`src/rtl/seg_scan_if.sv`:
```
// seg_scan_if: multiplexed active-low 7-segment drive bus together with the
// per-digit readback produced by seg_scan_decoder.
interface seg_scan_if #(
  parameter int DIGITS = 4
);
  localparam int IW = (DIGITS > 1) ? $clog2(DIGITS) : 1;

  logic [7:0]          seg_n;
  logic [DIGITS-1:0]   an_n;
  logic [4*DIGITS-1:0] hex_out;
  logic [DIGITS-1:0]   dp_out;
  logic [DIGITS-1:0]   valid;
  logic                upd_stb;
  logic [IW-1:0]       upd_idx;
  logic                err_stb;

  modport master (
    output seg_n, an_n,
    input  hex_out, dp_out, valid, upd_stb, upd_idx, err_stb
  );

  modport slave (
    input  seg_n, an_n,
    output hex_out, dp_out, valid, upd_stb, upd_idx, err_stb
  );
endinterface

```
`src/rtl/seg_scan_decoder.sv`:
```
// seg_scan_decoder: rebuilds hex nibbles and decimal points from a multiplexed 7-segment bus.
// Optional per-digit refresh timeout is enabled by defining SEG_DEC_TIMEOUT_EN.
module seg_scan_decoder #(
  parameter int DIGITS      = 4,
  parameter int STABLE_CYC  = 4,
  parameter int TIMEOUT_CYC = 1024
) (
  input logic       clk,
  input logic       rst_n,
  seg_scan_if.slave bus
);
  localparam int IW = $clog2(DIGITS);
  localparam int SW = DIGITS + 8;
  localparam int CW = $clog2(STABLE_CYC + 1);

  typedef enum logic [1:0] {
    IDLE    = 2'd0,
    QUAL    = 2'd1,
    CAPTURE = 2'd2,
    HELD    = 2'd3
  } state_t;

  // Segment pattern -> {hit, nibble}
  function automatic logic [4:0] seg_decode(input logic [6:0] pat);
    case (pat)
      7'h40:   seg_decode = {1'b1, 4'h0};
      7'h79:   seg_decode = {1'b1, 4'h1};
      7'h24:   seg_decode = {1'b1, 4'h2};
      7'h30:   seg_decode = {1'b1, 4'h3};
      7'h19:   seg_decode = {1'b1, 4'h4};
      7'h12:   seg_decode = {1'b1, 4'h5};
      7'h02:   seg_decode = {1'b1, 4'h6};
      7'h78:   seg_decode = {1'b1, 4'h7};
      7'h00:   seg_decode = {1'b1, 4'h8};
      7'h18:   seg_decode = {1'b1, 4'h9};
      7'h08:   seg_decode = {1'b1, 4'hA};
      7'h03:   seg_decode = {1'b1, 4'hB};
      7'h27:   seg_decode = {1'b1, 4'hC};
      7'h21:   seg_decode = {1'b1, 4'hD};
      7'h06:   seg_decode = {1'b1, 4'hE};
      7'h0E:   seg_decode = {1'b1, 4'hF};
      default: seg_decode = {1'b0, 4'h0};
    endcase
  endfunction

  // Active-high select -> {exactly_one, index of the set bit}
  function automatic logic [IW:0] onehot_idx(input logic [DIGITS-1:0] sel);
    int            n;
    logic [IW-1:0] idx;
    n   = 0;
    idx = {IW{1'b0}};
    for (int j = 0; j < DIGITS; j++) begin
      n   = n + int'(sel[j]);
      idx = sel[j] ? IW'(j) : idx;
    end
    onehot_idx = {(n == 1), idx};
  endfunction

  logic [SW-1:0]       s1_r, s2_r, prev_r;
  logic [CW-1:0]       cnt_r;
  state_t              state_r, state_s;
  logic                chg_s, qual_done_s;
  logic                sel_ok_s, wr_s, clr_s, err_s;
  logic [IW-1:0]       sel_idx_s;
  logic [4:0]          dec_s;
  logic [DIGITS-1:0]   age_exp_s;
  logic [4*DIGITS-1:0] hex_out_r;
  logic [DIGITS-1:0]   dp_out_r, valid_r;
  logic                upd_stb_r, err_stb_r;
  logic [IW-1:0]       upd_idx_r;

  assign chg_s       = (s2_r != prev_r);
  assign qual_done_s = (state_r == QUAL) && !chg_s && (cnt_r == CW'(STABLE_CYC - 1));

  // Two-flop input stage plus the previous s2 sample for change detection
  always_ff @(posedge clk) begin
    if (!rst_n) begin
      s1_r   <= {SW{1'b1}};
      s2_r   <= {SW{1'b1}};
      prev_r <= {SW{1'b1}};
    end else begin
      s1_r   <= {bus.an_n, bus.seg_n};
      s2_r   <= s1_r;
      prev_r <= s2_r;
    end
  end

  // Stability counter, saturating at STABLE_CYC
  always_ff @(posedge clk) begin
    if (!rst_n) begin
      cnt_r <= {CW{1'b0}};
    end else if (chg_s) begin
      cnt_r <= {CW{1'b0}};
    end else if (cnt_r != CW'(STABLE_CYC)) begin
      cnt_r <= cnt_r + 1'b1;
    end else begin
      cnt_r <= cnt_r;
    end
  end

  // FSM state register
  always_ff @(posedge clk) begin
    if (!rst_n) begin
      state_r <= IDLE;
    end else begin
      state_r <= state_s;
    end
  end

  // FSM next-state logic
  always_comb begin
    state_s = state_r;
    case (state_r)
      IDLE:    state_s = chg_s ? QUAL : IDLE;
      QUAL:    state_s = qual_done_s ? CAPTURE : QUAL;
      CAPTURE: state_s = chg_s ? QUAL : HELD;
      HELD:    state_s = chg_s ? QUAL : HELD;
      default: state_s = IDLE;
    endcase
  end

  // Capture evaluation; it lands on the edge that enters CAPTURE so the
  // stable sample is judged exactly when qualification completes.
  always_comb begin
    {sel_ok_s, sel_idx_s} = onehot_idx(~s2_r[SW-1:8]);
    dec_s = seg_decode(s2_r[6:0]);
    wr_s  = 1'b0;
    clr_s = 1'b0;
    err_s = 1'b0;
    if (qual_done_s && sel_ok_s) begin
      if (s2_r[6:0] == 7'h7F) begin
        clr_s = 1'b1;
      end else if (dec_s[4]) begin
        wr_s = 1'b1;
      end else begin
        err_s = 1'b1;
        clr_s = 1'b1;
      end
    end else begin
      wr_s = 1'b0;
    end
  end

`ifdef SEG_DEC_TIMEOUT_EN
  localparam int AW = $clog2(TIMEOUT_CYC + 1);
  logic [AW-1:0] age_r [DIGITS];

  // Per-digit refresh age; cleared by a successful write, saturates at TIMEOUT_CYC
  always_ff @(posedge clk) begin
    for (int i = 0; i < DIGITS; i++) begin
      if (!rst_n) begin
        age_r[i] <= {AW{1'b0}};
      end else if (wr_s && (sel_idx_s == IW'(i))) begin
        age_r[i] <= {AW{1'b0}};
      end else if (age_r[i] != AW'(TIMEOUT_CYC)) begin
        age_r[i] <= age_r[i] + 1'b1;
      end else begin
        age_r[i] <= age_r[i];
      end
    end
  end

  always_comb begin
    for (int i = 0; i < DIGITS; i++) begin
      age_exp_s[i] = (age_r[i] == AW'(TIMEOUT_CYC - 1));
    end
  end
`else
  assign age_exp_s = {DIGITS{1'b0}};
`endif

  // Registered digit store and status pulses
  always_ff @(posedge clk) begin
    if (!rst_n) begin
      hex_out_r <= {(4*DIGITS){1'b0}};
      dp_out_r  <= {DIGITS{1'b0}};
      valid_r   <= {DIGITS{1'b0}};
      upd_stb_r <= 1'b0;
      err_stb_r <= 1'b0;
      upd_idx_r <= {IW{1'b0}};
    end else begin
      upd_stb_r <= wr_s;
      err_stb_r <= err_s;
      upd_idx_r <= wr_s ? sel_idx_s : upd_idx_r;
      for (int i = 0; i < DIGITS; i++) begin
        if (wr_s && (sel_idx_s == IW'(i))) begin
          hex_out_r[4*i +: 4] <= dec_s[3:0];
          dp_out_r[i]         <= ~s2_r[7];
          valid_r[i]          <= 1'b1;
        end else if ((clr_s && (sel_idx_s == IW'(i))) || age_exp_s[i]) begin
          valid_r[i] <= 1'b0;
        end else begin
          valid_r[i] <= valid_r[i];
        end
      end
    end
  end

  assign bus.hex_out = hex_out_r;
  assign bus.dp_out  = dp_out_r;
  assign bus.valid   = valid_r;
  assign bus.upd_stb = upd_stb_r;
  assign bus.err_stb = err_stb_r;
  assign bus.upd_idx = upd_idx_r;

endmodule

```
`src/flat_wrapper.sv`:
```
// flat-port wrapper written by rule: the top's interface ports become plain ports
module seg_scan_decoder_flat 
#(
  parameter int DIGITS      = 4,
  parameter int STABLE_CYC  = 4,
  parameter int TIMEOUT_CYC = 1024
)
  (clk, rst_n, bus_seg_n, bus_an_n, bus_hex_out, bus_dp_out, bus_valid, bus_upd_stb, bus_upd_idx, bus_err_stb);
  seg_scan_if #(.DIGITS(DIGITS)) bus_i ();
  input logic clk;
  input logic rst_n;
  input wire logic [$bits(bus_i.seg_n)-1:0] bus_seg_n;
  input wire logic [$bits(bus_i.an_n)-1:0] bus_an_n;
  output wire logic [$bits(bus_i.hex_out)-1:0] bus_hex_out;
  output wire logic [$bits(bus_i.dp_out)-1:0] bus_dp_out;
  output wire logic [$bits(bus_i.valid)-1:0] bus_valid;
  output wire logic [$bits(bus_i.upd_stb)-1:0] bus_upd_stb;
  output wire logic [$bits(bus_i.upd_idx)-1:0] bus_upd_idx;
  output wire logic [$bits(bus_i.err_stb)-1:0] bus_err_stb;
  assign bus_i.seg_n = bus_seg_n;
  assign bus_i.an_n = bus_an_n;
  assign bus_hex_out = bus_i.hex_out;
  assign bus_dp_out = bus_i.dp_out;
  assign bus_valid = bus_i.valid;
  assign bus_upd_stb = bus_i.upd_stb;
  assign bus_upd_idx = bus_i.upd_idx;
  assign bus_err_stb = bus_i.err_stb;
  seg_scan_decoder #(.DIGITS(DIGITS), .STABLE_CYC(STABLE_CYC), .TIMEOUT_CYC(TIMEOUT_CYC)) u_core (.clk(clk), .rst_n(rst_n), .bus(bus_i));
endmodule
```
`config.mk`:
```
export PLATFORM = sky130hd
export DESIGN_NAME = seg_scan_decoder_flat
export DESIGN_NICKNAME = d
export VERILOG_FILES = /design/src/rtl/seg_scan_if.sv /design/src/rtl/seg_scan_decoder.sv /design/src/flat_wrapper.sv
export SDC_FILE = /design/constraint.sdc
export NUM_CORES = 1
export LEC_CHECK = 0
export CAP_MARGIN = 15
export CORE_AREA = 4 4 80 82
export CTS_CLUSTER_SIZE = 30
export DETAILED_ROUTE_END_ITERATION = 6
export DIE_AREA = 0 0 84 86
export GPL_TIMING_DRIVEN = 1
export PLACE_DENSITY = 0.76
export SETUP_SLACK_MARGIN = 0.3
export SYNTH_ARGS = -nofsm -noshare
export SYNTH_HDL_FRONTEND = slang
export SYNTH_SLANG_ARGS = --single-unit
```
`constraint.sdc`:
```
create_clock -name clk -period 3.55 [get_ports clk]
set_input_delay 0.5325 -clock clk [delete_from_list [all_inputs] [get_ports clk]]
set_output_delay 0.5325 -clock clk [all_outputs]
set_load 0.005 [all_outputs]
```
* After elaboration in Yosys (flattened, before gate mapping)
Index checks and enable logic that the tools add are counted.
** Word-level totals
- Input bits :: 14
- Output and inout bits :: 28
- Word-level logic and storage cells :: 98
- Register bits after elaboration :: 69
** Cells by class
- Bitwise gates (word level) :: 4
- Muxes and demuxes :: 22
- Reductions and logical operators :: 22
- Add/sub/neg operators :: 4
- Equal/unequal tests :: 26
** Operator list (count)
- 5-bit case mux with 16 select lines :: 1
- 32-bit by 2-bit adder with 32-bit output :: 2
- 32-bit by 2-bit equality test with 1-bit output, second input constant :: 1
- 7-bit by 6-bit equality test with 1-bit output, second input constant :: 4
- 7-bit equality test, second input constant :: 4
- 7-bit by 5-bit equality test with 1-bit output, second input constant :: 3
- 1-bit two-way mux :: 16
- 7-bit by 2-bit equality test with 1-bit output, second input constant :: 2
- 7-bit by 4-bit equality test with 1-bit output, second input constant :: 2
- 12-bit != test :: 1
- 1-bit logical AND :: 11
- 2-bit equality test, second input constant :: 4
- 2-bit two-way mux :: 4
- 2-bit nonzero test :: 4
- 7-bit by 3-bit equality test with 1-bit output, second input constant :: 1
- 7-bit zero test :: 1
- 2-bit case mux with 3 select lines :: 1
- 2-bit by 1-bit equality test with 1-bit output, second input constant :: 2
- 2-bit zero test :: 2
- 4-bit NOT :: 1
- 2-bit OR reduction :: 2
- 3-bit by 1-bit adder with 3-bit output, second input constant :: 1
- 3-bit by 2-bit equality test with 1-bit output, second input constant :: 1
- 3-bit != test, second input constant :: 1
- other kinds (4) :: 6

* Depth between registers and ports, before layout
- Word-level depth :: 10
- Gate-level depth with buffers :: 10
- Mapped depth without buffers :: 10

* Worst setup path after synthesis
OpenSTA, ideal clock, no wires.
- Path kind :: flip-flop to flip-flop
- Start :: register u_core.s2_r[9]
- End :: register u_core.hex_out_r[4] (netlist: u_core.bus.hex_out[4])
- Buffers on the path :: 0
- Period minus slack after synthesis :: 2844 ps
- Required time :: 3416 ps
- Stages on the path, launching flop included :: 11
- Library setup time :: 134 ps
- Setup slack :: 706 ps
- Data arrival time :: 2710 ps
- Path through :: dfxtp_1 -> inv_1 -> ha_1 -> fa_1 -> ha_1 -> or3b_4 -> nor3_1 -> nand4_1 -> nor3_1 -> o21ai_2 -> mux2i_1
** On the way
- Word-level cells in the longest chain between the ends :: 8
- Elaborated cells on any way between the ends :: 16
- Those cells by class :: add/sub: 3; eq/ne: 3; mux: 4; bitwise: 1; reduce/logical: 5
** RTL lines
- start: declaration :: RTL line seg_scan_decoder.sv:59 : logic [SW-1:0] s1_r, s2_r, prev_r;
- start signal: assignment :: RTL line seg_scan_decoder.sv:79 : s2_r <= {SW{1'b1}};
- start signal: assignment :: RTL line seg_scan_decoder.sv:83 : s2_r <= s1_r;
- 4-bit NOT :: RTL line seg_scan_decoder.sv:125 : {sel_ok_s, sel_idx_s} = onehot_idx(~s2_r[SW-1:8]);
- 1-bit by 1-bit adder with 2-bit output :: RTL line seg_scan_decoder.sv:53 : n = n + int'(sel[j]);
- 32-bit by 2-bit adder with 32-bit output (2 in a row) :: RTL line seg_scan_decoder.sv:53
- 32-bit by 2-bit equality test with 1-bit output :: RTL line seg_scan_decoder.sv:56 : onehot_idx = {(n == 1), idx};
- 1-bit logical AND :: RTL line seg_scan_decoder.sv:130 : if (qual_done_s && sel_ok_s) begin
- 1-bit two-way mux :: RTL line seg_scan_decoder.sv:130
- 1-bit logical AND * :: RTL line seg_scan_decoder.sv:186 : if (wr_s && (sel_idx_s == IW'(i))) begin
- end signal: assignment :: RTL line seg_scan_decoder.sv:175 : hex_out_r <= {(4*DIGITS){1'b0}};
- end signal: indexed assignment :: RTL line seg_scan_decoder.sv:187 : hex_out_r[4*i +: 4] <= dec_s[3:0];
- end: declaration :: RTL line seg_scan_decoder.sv:67 : logic [4*DIGITS-1:0] hex_out_r;
Mark *: on every way between the ends. The rest lies on a longest branch, timed or not.
A chain may end at the register's enable or synchronous reset.

* Worst setup path in the final report
- Start :: register u_core.s2_r[9]
- End :: register u_core.dp_out_r[1] (netlist: u_core.bus.dp_out[1])
** On the way
- Word-level cells in the longest chain between the ends :: 8
- Elaborated cells on any way between the ends :: 16
- Those cells by class :: add/sub: 3; eq/ne: 3; mux: 4; bitwise: 1; reduce/logical: 5
** RTL lines
- 4-bit NOT :: RTL line seg_scan_decoder.sv:125
- 1-bit by 1-bit adder with 2-bit output :: RTL line seg_scan_decoder.sv:53
- 32-bit by 2-bit adder with 32-bit output (2 in a row) :: RTL line seg_scan_decoder.sv:53
- 32-bit by 2-bit equality test with 1-bit output :: RTL line seg_scan_decoder.sv:56
- 1-bit logical AND :: RTL line seg_scan_decoder.sv:130
- 1-bit two-way mux :: RTL line seg_scan_decoder.sv:130
- 1-bit logical AND * :: RTL line seg_scan_decoder.sv:186
- end signal: assignment :: RTL line seg_scan_decoder.sv:176 : dp_out_r <= {DIGITS{1'b0}};
- end signal: indexed assignment :: RTL line seg_scan_decoder.sv:188 : dp_out_r[i] <= ~s2_r[7];
- end: declaration :: RTL line seg_scan_decoder.sv:68 : logic [DIGITS-1:0] dp_out_r, valid_r;
Marks and branches as above.

==> results.md <==
* DR iter-0 viols at 144
* Sw Share at 0.2214
* Cell area after synthesis at 0.002907 mm2
* Most frequent cell after synthesis: dfxtp_1
* GRT Residual Overflow at 0
* GR Util All Layers at 0.1742
* P&R area growth vs syn at 21.52%
* GPL Wtd Cong at 0.9005
* Sequential power share at 0.506
* Post-Syn Area per Cell at 9.624 um2
* Design Area, Final at 0.003532 mm2
* Req. time, crit path at 3.76 ns
* Final wirelength at 5839 um
* Fmax at 324.0 MHz
* Worst-case vdd ir drop at 0.0003056 V
* CTS tree: yes
* Biggest area consumer among synthesized cells: dfxtp_1
* Syn Nets at 322
* P_leak at 0.001385 uW
* Power Density at 454.5 mW/mm2
* Number of synthesized flops with an enable pin at 0
* # setup viols final at 0
* Pint at 1250 uW
* Die footprint at 0.007224 mm2
* PortBufs at 41
* FILL cells at 491
* Mapped Cells at 302
* Die Y at 86 um
* Final period utilization at 0.8695
* Antenna-violating nets left at 0
* Seq/Total Area, Yosys at 0.4752
* RSZ-0062 raised after global routing: false
* HP Class: reg -> reg
* Top cells by count, synth: dfxtp_1, nand2_1, nand2b_1
* Setup bufs post-CTS at 0
* CTS sink cnt at 69
* Core area at 0.005746 mm2
* Tmin final at 3.087 ns
* Max-slew headroom at 0.5020
* # diodes at 0
* Critical setup path kind: reg -> reg
* Total number of vias at 2154
* Setup TNS at 0 ns
* Logic pwr share at 0.053
* Clk_skew at 0.009254 ns
* Psw at 355.4 uW
* Vias in the first global route at 2046
* Top FF cell, synth: dfxtp_1
* Hpwl dp at 4041 um
* Count of cell types in the netlist at 47
* Sequential cell area at 0.001381 mm2
* Antenna violations before repair at 0
* First-pass GRT wire length at 9970 um
* Maximum Capacitance Violations at 0
* Hold depth at 1
* Max Slew Vio Count at 0
* CP startpoint kind: flop
* DRT Pass-1 Iters at 5
* Area of the multi-input gates at 0.001374 mm2
* Reg clk slew, reported paths at 0.07 ns
* Worst-path fanout max at 6
* Row cnt at 28
* Via-to-Cell Ratio at 5.153
* Crit path DAT at 3.30 ns
* Yosys reg bits at 69
* FF-to-FF path depth at 10
* Die Wd at 84 um
* Initial core utilization at 0.5059
* Post-synth ARST share at 0
* Yosys Warn Count at 0
* Nets at 358
* DRC Markers at 0
* Share of the synthesized area in the top cell type at 0.4752
* Worst-case clock buffer depth at 2
* Status: finished, final reports clean
* Clk pwr share at 0.442
* CP endpoint kind: flop
* Synth area leaders: dfxtp_1, mux2i_1, nand2b_1
* CTS Buf Count at 9
* Hold Vio Cnt, Final at 0
* DP Area at 0.003297 mm2
* Largest net degree at the start of global routing at 46
* Worst slew pin tran at 0.7470 ns
* Layout cell share with drive strength beyond 1 at 0.09329
* H-tree levels at 3
* Worst skew pair latency at 0.34 ns
* IO Count at 42
* Root buf cell: clkbuf_8
* Wire length per cell at 13.97 um
==> metrics by stage <==
| step | std cells | worst slack (ns) | hold slack, ns | power [uW] | util |
|---|---|---|---|---|---|
| floorplan | 302 | 0.7060 | 0.3863 | 891.5 | - |
| detailed placement | 402 | 0.4390 | 0.3917 | 913.4 | 0.5738 |
| global route | 418 | 0.2972 | 0.4241 | 1668 | 0.6148 |
| global placement | 402 | 0.5739 | 0.3881 | 911.1 | 0.5738 |
| finish | 418 | 0.4633 | 0.4053 | 1605 | 0.6148 |
| CTS | 418 | 0.3979 | 0.4054 | 1623 | 0.6130 |
==> worst max-delay path, stage by stage (launching register included) <==
cell,delay (ns)
dfxtp_1,0.43
inv_1,0.09
ha_1,0.29
fa_1,0.39
ha_1,0.28
or3b_4,0.40
nor3_2,0.19
nand4_1,0.26
nor3_2,0.25
o21ai_2,0.19
mux2i_1,0.18
==> registers in the layout, summed over array words and instances, names as in the netlist <==
register	count
u_core.s2_r	12
u_core.bus.upd_idx	2
u_core.s1_r	12
u_core.prev_r	12
u_core.bus.hex_out	16
u_core.bus.dp_out	4
u_core.bus.err_stb	1
u_core.bus.upd_stb	1
u_core.state_r	2
u_core.bus.valid	4
u_core.cnt_r	3
==> path summary, 6_finish.rpt <==
check / startpoint / to / slack, ns
hold / removal: u_core.s1_r[3]$_SDFF_PN1_ / u_core.s2_r[3]$_SDFF_PN1_ / 0.41
setup / recovery: u_core.s2_r[9]$_SDFF_PN1_ / u_core.bus.dp_out[1]$_SDFFE_PN0P_ / 0.46
hold reg to reg: u_core.s1_r[3]$_SDFF_PN1_ / u_core.s2_r[3]$_SDFF_PN1_ / 0.41
setup reg to reg: u_core.s2_r[9]$_SDFF_PN1_ / u_core.bus.dp_out[1]$_SDFFE_PN0P_ / 0.46
==> cell usage in the layout (no fill, tap or decap), types with 2 or more instances in the layout <==
master | Yosys | final
mux2i_1 | 21 | 21
nand3_1 | 7 | 7
nor4_1 | 2 | 2
clkbuf_8 | 1 | 10
nand2b_1 | 33 | 33
xor2_1 | 12 | 12
o21ai_2 | 3 | 3
nor3_1 | 5 | 3
bufinv_16 | 0 | 2
nand2_1 | 45 | 45
dfxtp_1 | 69 | 69
inv_1 | 12 | 12
o32a_1 | 2 | 2
o21ai_0 | 7 | 7
nor4_2 | 3 | 3
clkdlybuf4s50_1 | 0 | 40
clkinvlp_4 | 0 | 2
ha_1 | 5 | 5
and3_1 | 3 | 3
a31oi_1 | 2 | 2
nand4_1 | 3 | 3
xnor2_1 | 3 | 3
nor3_2 | 0 | 2
a21oi_1 | 12 | 12
nor2_1 | 13 | 13
o21ai_1 | 3 | 3
==> layer usage <==
metal | part of all wire | track usage | up-vias
met5 | 0 | 0 | -
met4 | 0.023 | 0.08772 | 0
met3 | 0.039 | 0.04131 | 11
met2 | 0.49 | 0.2711 | 54
met1 | 0.45 | 0.2271 | 1004
li1 | - | - | 1085
==> final cells by class <==
class                   instances  share of cell area
well taps                      75             0.02657
repair buffers                 42              0.1169
flip-flops and latches         69              0.3911
clock inverters                 5             0.02373
multi-input cells             204              0.3889
clock buffers                  11             0.04003
inverters                      12             0.01275
==> logic make-up after synthesis <==
group	count (synthesis)	share of synthesized area
mux	21	0.07232
buf+inv	29	0.05553
simple gates	121	0.2174
fa+ha+maj	6	0.02841
compound gates	40	0.1003
xor+xnor	16	0.05080
flops	69	0.4752
==> timing repair <==
action	CTS	global route
hold endpoints to repair	0	0
endpoints found under the setup margin	0	6
hold buffers	0	0
resized for setup	0	2
==> power groups by stage <==
stage                     sequential, uW  combinational (uW)  clock [uW]
after floorplan                      816                75.4           0
after global placement               828                83.0           0
after detailed placement             829                84.4           0
after CTS                            811                85.0         727
after global routing                 815                96.0         758
final                                812                84.9         709
No activity file was read; power rests on OpenSTA's default activity.
